## src/rtl/gpr_writeback_pkg.sv

```systemverilog
`default_nettype none
// ============================================================================
// Module   : gpr_writeback_pkg
// Purpose  : Shared widths, starvation default and the writeback entry type.
// Revision : 1.0 - initial release
// ============================================================================
package gpr_writeback_pkg;

  localparam int c_DATA_WIDTH    = 32;
  localparam int c_RF_ADDR_WIDTH = 5;
  localparam int c_STARVE_LIMIT  = 3;

  typedef struct packed {
    logic                       valid;
    logic [c_RF_ADDR_WIDTH-1:0] rd;
    logic [c_DATA_WIDTH-1:0]    value;
  } wb_entry_t;

endpackage
`default_nettype wire

```

## src/rtl/gpr_wb_skid.sv

```systemverilog
`default_nettype none
// ============================================================================
// Module   : gpr_wb_skid
// Purpose  : One-entry result buffer; frees its slot in the cycle it is drained.
// Revision : 1.0 - initial release
// ============================================================================
module gpr_wb_skid
  import gpr_writeback_pkg::*;
(
  input  logic                       clk_i,
  input  logic                       rst_i,
  input  logic                       valid_i,
  output logic                       ready_o,
  input  logic [c_RF_ADDR_WIDTH-1:0] rd_i,
  input  logic [c_DATA_WIDTH-1:0]    val_i,
  input  logic                       sel_i,
  output wb_entry_t                  entry_o
);

  wb_entry_t entry_q, entry_d;

  // Ready looks only at buffer state and the arbiter grant, never at valid_i.
  assign ready_o = !rst_i && (!entry_q.valid || sel_i);
  assign entry_o = entry_q;

  always_comb begin
    entry_d = entry_q;
    if (valid_i && ready_o) begin
      entry_d.valid = 1'b1;
      entry_d.rd    = rd_i;
      entry_d.value = val_i;
    end else if (sel_i) begin
      entry_d.valid = 1'b0;
    end
  end

  always_ff @(posedge clk_i) begin
    if (rst_i) begin
      entry_q <= '0;
    end else begin
      entry_q <= entry_d;
    end
  end

endmodule
`default_nettype wire

```

## src/rtl/gpr_writeback.sv

```systemverilog
`default_nettype none
// ============================================================================
// Module   : gpr_writeback
// Purpose  : ALU/LSU writeback arbiter with GPR pending scoreboard and hazard
//            stall. Optional forwarding is enabled by macro GPR_WB_FORWARD_EN.
//            DataWidth/RfAddrWidth must match the package entry widths.
// Revision : 1.0 - initial release
// ============================================================================
module gpr_writeback
  import gpr_writeback_pkg::*;
#(
  parameter int DataWidth   = c_DATA_WIDTH,
  parameter int RfAddrWidth = c_RF_ADDR_WIDTH,
  parameter int NbGpr       = 32,
  parameter int StarveLimit = c_STARVE_LIMIT
) (
  input  logic                   clk_i,
  input  logic                   rst_i,
  input  logic                   alu_valid_i,
  output logic                   alu_ready_o,
  input  logic [RfAddrWidth-1:0] alu_rd_i,
  input  logic [DataWidth-1:0]   alu_val_i,
  input  logic                   lsu_valid_i,
  output logic                   lsu_ready_o,
  input  logic [RfAddrWidth-1:0] lsu_rd_i,
  input  logic [DataWidth-1:0]   lsu_val_i,
  input  logic                   issue_valid_i,
  input  logic [RfAddrWidth-1:0] issue_rd_i,
  input  logic [RfAddrWidth-1:0] rs1_i,
  input  logic [RfAddrWidth-1:0] rs2_i,
  output logic                   stall_o,
  output logic [RfAddrWidth-1:0] rd_o,
  output logic [DataWidth-1:0]   rd_val_o,
  output logic                   rd_valid_o,
  output logic                   rs1_fwd_valid_o,
  output logic [DataWidth-1:0]   rs1_fwd_val_o,
  output logic                   rs2_fwd_valid_o,
  output logic [DataWidth-1:0]   rs2_fwd_val_o
);

  localparam int CntWidth = $clog2(StarveLimit + 2);
  localparam logic [CntWidth-1:0] StarveMax = CntWidth'(StarveLimit);

  wb_entry_t             alu_e, lsu_e;
  wb_entry_t             out_q, out_d;
  logic                  alu_sel, lsu_sel;
  logic [CntWidth-1:0]   starve_q, starve_d;
  logic [NbGpr-1:0]      pending_q, pending_d;
  logic                  w_hit_rs1, w_hit_rs2, w_hit_issue;

  function automatic logic pend_at(input logic [NbGpr-1:0] vec,
                                   input logic [RfAddrWidth-1:0] idx);
    pend_at = 1'b0;
    for (int i = 0; i < NbGpr; i++) begin
      if (idx == RfAddrWidth'(i)) pend_at = vec[i];
    end
  endfunction

  gpr_wb_skid u_alu_skid (
    .clk_i   (clk_i),
    .rst_i   (rst_i),
    .valid_i (alu_valid_i),
    .ready_o (alu_ready_o),
    .rd_i    (alu_rd_i),
    .val_i   (alu_val_i),
    .sel_i   (alu_sel),
    .entry_o (alu_e)
  );

  gpr_wb_skid u_lsu_skid (
    .clk_i   (clk_i),
    .rst_i   (rst_i),
    .valid_i (lsu_valid_i),
    .ready_o (lsu_ready_o),
    .rd_i    (lsu_rd_i),
    .val_i   (lsu_val_i),
    .sel_i   (lsu_sel),
    .entry_o (lsu_e)
  );

  // LSU normally wins; a starved ALU takes the slot once the counter saturates.
  always_comb begin
    alu_sel  = alu_e.valid && (!lsu_e.valid || starve_q == StarveMax);
    lsu_sel  = lsu_e.valid && !alu_sel;
    starve_d = '0;
    if (alu_e.valid && !alu_sel) begin
      starve_d = (starve_q == StarveMax) ? starve_q : starve_q + 1'b1;
    end
    out_d       = out_q;
    out_d.valid = 1'b0;
    if (alu_sel) begin
      out_d       = alu_e;
      out_d.valid = (alu_e.rd != '0);
    end else if (lsu_sel) begin
      out_d       = lsu_e;
      out_d.valid = (lsu_e.rd != '0);
    end
  end

  // Set beats clear on the same index, so a re-issue during writeback stays pending.
  always_comb begin
    pending_d = '0;
    for (int i = 1; i < NbGpr; i++) begin
      pending_d[i] = (pending_q[i] && !(rd_valid_o && rd_o == RfAddrWidth'(i)))
                   || (issue_valid_i && issue_rd_i == RfAddrWidth'(i));
    end
  end

  always_ff @(posedge clk_i) begin
    if (rst_i) begin
      out_q     <= '0;
      starve_q  <= '0;
      pending_q <= '0;
    end else begin
      out_q     <= out_d;
      starve_q  <= starve_d;
      pending_q <= pending_d;
    end
  end

  assign rd_valid_o = out_q.valid && !rst_i;
  assign rd_o       = out_q.rd;
  assign rd_val_o   = out_q.value;

`ifdef GPR_WB_FORWARD_EN
  assign rs1_fwd_valid_o = rd_valid_o && (rd_o == rs1_i) && (rs1_i != '0);
  assign rs2_fwd_valid_o = rd_valid_o && (rd_o == rs2_i) && (rs2_i != '0);
  assign rs1_fwd_val_o   = rs1_fwd_valid_o ? rd_val_o : '0;
  assign rs2_fwd_val_o   = rs2_fwd_valid_o ? rd_val_o : '0;
`else
  assign rs1_fwd_valid_o = 1'b0;
  assign rs2_fwd_valid_o = 1'b0;
  assign rs1_fwd_val_o   = '0;
  assign rs2_fwd_val_o   = '0;
`endif

  assign w_hit_rs1   = pend_at(pending_q, rs1_i);
  assign w_hit_rs2   = pend_at(pending_q, rs2_i);
  assign w_hit_issue = pend_at(pending_q, issue_rd_i);

  assign stall_o = !rst_i && ((w_hit_rs1 && !rs1_fwd_valid_o)
                           || (w_hit_rs2 && !rs2_fwd_valid_o)
                           || (issue_valid_i && w_hit_issue));

`ifdef SIM
  always_ff @(posedge clk_i) begin
    if (!rst_i && rd_valid_o) begin
      assert (pend_at(pending_q, rd_o))
        else $error("writeback to non-pending GPR %0d", rd_o);
    end
  end
`endif

endmodule
`default_nettype wire
```

## config.mk

```make
export PLATFORM = sky130hd
export DESIGN_NAME = gpr_writeback
export DESIGN_NICKNAME = d
export VERILOG_FILES = /design/src/rtl/gpr_writeback_pkg.sv /design/src/rtl/gpr_wb_skid.sv /design/src/rtl/gpr_writeback.sv
export SDC_FILE = /design/constraint.sdc
export NUM_CORES = 1
export LEC_CHECK = 0
export CORE_MARGIN = 3
export CORE_UTILIZATION = 45
export DETAILED_ROUTE_END_ITERATION = 16
export PLACE_DENSITY_LB_ADDON = 0.15
export SLEW_MARGIN = 5
export SYNTH_ARGS = -nofsm -noshare
export SYNTH_HDL_FRONTEND = slang
export SYNTH_SLANG_ARGS = --single-unit
```

## constraint.sdc

```tcl
create_clock -name clk_i -period 6.3 [get_ports clk_i]
set_input_delay 1.575 -clock clk_i [delete_from_list [all_inputs] [get_ports clk_i]]
set_output_delay 1.575 -clock clk_i [all_outputs]
set_load 0.02 [all_outputs]
```

==> flow_summary.json <==
{
  "synth_compound_area_share_pct": 10.60,
  "grtUsageTotal_pct": 22.64,
  "drive_above_1_share_pct": 5.287,
  "cts_tree": "built",
  "core_um2": 17480,
  "finalSetupViolCount": 0,
  "syn-instance-count": 1045,
  "clock_path_buffers": 2,
  "fin_skew_ps": 7.675,
  "cp_max_fo": 19,
  "swShare_pct": 26.62,
  "clk_latency_ps": 420,
  "fillerInstances": 1699,
  "ir_drop_mv": 0.1569,
  "internal_power_w": 0.001755,
  "worstSetupStartpointType": "input pin",
  "num_rows": 48,
  "cts.repair_timing.setup_buffer_count": 0,
  "yosys.area_share.simple_pct": 35.49,
  "wl_per_cell_um": 16.70,
  "syn-mean-instance-area_um2": 7.750,
  "synthesis.area_um2": 8099,
  "routed_via_density": 5.392,
  "tightest_slew_ps": 1023,
  "synth_top_family_by_area": "simple AND/OR/NAND/NOR gates",
  "status": "finished clean",
  "finalSetupTns_ps": 0,
  "hp-class": "reg -> reg",
  "antenna_found_initial": 0,
  "clock_sinks": 148,
  "cts_resized": 0,
  "leakagePower_nw": 3.853,
  "grt_overflow": 0,
  "yosysUniqueCellTypes": 62,
  "synthXorXnorAreaFrac_pct": 0,
  "finalMaxSlewViolations": 0,
  "synthTopCellsByCount": "198 x nand2_1, 148 x dfxtp_1, 105 x buf_4",
  "drt_iter0_markers": 584,
  "die_y_um": 140.2,
  "min_path_cells": 1,
  "place_ws_ps": 530.1,
  "ant_nets": 0,
  "power.switching_w": 0.0006366,
  "cts_root_buf": "clkbuf_16",
  "nets": 1201,
  "netlist.area_leader.share_pct": 36.58,
  "period_share_pct": 91.65,
  "comb_power_share_pct": 17.1,
  "drc": 0,
  "clkTransAtPathRegs_ps": 60,
  "fmax_mhz": 173.2,
  "ys_seq_area_share_pct": 36.58,
  "drt_wl_total_um": 22390,
  "grt_max_degree": 68,
  "power_frac_seq_pct": 43.5,
  "first_pass_iters": 7,
  "dieArea_um2": 19640,
  "grt_pass1_wl_um": 35890,
  "ys_seq_elements": 148,
  "slew_headroom_pct": 31.63,
  "dpl.hpwl_um": 14980,
  "synthMuxAreaShare_pct": 2.858,
  "synth_edf_count": 0,
  "diodes": 0,
  "vias": 7231,
  "p_clk_share_pct": 39.4,
  "async_flop_share_pct": 0,
  "gp_congestion": 0.9197,
  "period_needed_ps": 5774,
  "cts.htree.levels": 4,
  "yosysWarnings": 0,
  "synthAdderAreaFrac_pct": 0.3090,
  "portBuffers": 134,
  "boundaryPins": 201,
  "area_delta_synth_final_pct": 18.04,
  "hold_violations": 0,
  "rsz0062_at_grt": "false",
  "yosysTopAreaCell": "dfxtp_1",
  "grt_pass1_vias": 6821,
  "synth.most_common_cell": "nand2_1",
  "fp.dieW_um": 140.2,
  "cts_hold_buf": 0,
  "arrival_ps": 4200,
  "path_class": "in -> out",
  "ys_dominant_reg_cell": "dfxtp_1",
  "r2r_setup_slack_ps": 3890,
  "crit_required_ps": 4720,
  "max_cap_violations": 0,
  "synthTopCellsByArea": "dfxtp_1 37%, buf_4 9.7%, nand2_1 9.2%",
  "initial_core_util_pct": 46.34,
  "reg2regPathDepth": 9,
  "pwr_density_cell_nw_per_um2": 250.1,
  "layout_setup_ws_ps": 525.8,
  "cts_buffers": 17,
  "end_kind": "primary output"
}
[kinds of logic after synthesis]
logic type	after synthesis
AND/OR/NAND/NOR	544
buffers and inverters	190
other	1
multiplexers	19
flip-flops	148
adder cells (fa/ha/maj)	2
AO/OA/AOI/OAI	141
[critical path, cell delays in order]
cell             delay [ps]
clkdlybuf4s50_1         960
nand3_1                 150
a211o_1                 310
a32o_1                  190
a32oi_1                 200
nand3_1                  90
nand4_1                 110
clkdlybuf4s50_1         610
[area by class of cell]
type | count | area, um2 | area share [%]
clock inverters | 4 | 47.55 | 0.4973
clock buffers | 26 | 499.2 | 5.222
well taps | 225 | 281.5 | 2.945
inverters | 13 | 48.80 | 0.5104
repair buffers | 153 | 1481 | 15.50
flip-flops and latches | 148 | 2963 | 30.99
multi-input cells | 772 | 4239 | 44.34
[routing by layer]
metal	wire, um	GRT usage, %	vias up
met5	0	0	-
met4	805	10.86	0
met3	1780	6.897	57
met2	10270	34.73	266
met1	9532	29.07	3362
li1	-	-	3546
[per-stage QoR]
step                hold slack [ps]  std cells  util (%)  total power (W)  instance area [um2]
finish                        419.2       1341     54.70         0.002391                 9560
global route                  450.7       1341     54.70         0.002495                 9560
CTS                           425.9       1341     54.70         0.002412                 9560
detailed placement            417.7       1311     51.58         0.001467                 9014
global placement              416.5       1311     51.58         0.001467                 9014
floorplan                     399.2       1110         -         0.001361                 8343
[registers in the layout, indices dropped and copies added (netlist names)]
register            cells
rd_val_o               32
starve_q                3
u_alu_skid.entry_o     38
pending_q              31
u_lsu_skid.entry_o     38
rd_o                    5
out_q                   1
[power groups by stage]
stage                     logic, W  registers, W  clock network [W]
after floorplan           0.000316       0.00105                  0
after global placement    0.000408       0.00106                  0
after detailed placement  0.000409       0.00106                  0
after CTS                 0.000411       0.00104           0.000961
after global routing      0.000449       0.00105           0.000997
final                     0.000410       0.00104           0.000941
[path summary, 6_finish.rpt]
check / startpoint / to
setup / recovery: rs2_i[1] / stall_o
hold / removal: starve_q[0] / starve_q[0]
setup reg to reg: starve_q[0] / u_lsu_skid.entry_o[24]
hold reg to reg: starve_q[0] / starve_q[0]
[cell usage in the layout, fill, tap and decap left out, types with 9 or more instances in the layout]
cell type        count
conb_1              66
o21ai_0             48
nor4_1              42
nor2b_1              9
nor2_1              94
a21oi_1             49
inv_1               13
nand3_1             12
dfxtp_1            148
nand3b_1            88
nand2_1            198
nor3b_1             46
clkbuf_16           17
clkdlybuf4s50_1    133
nand2b_1            14
mux2i_1             13
buf_4               20
No activity file was read; power rests on OpenSTA's default activity.
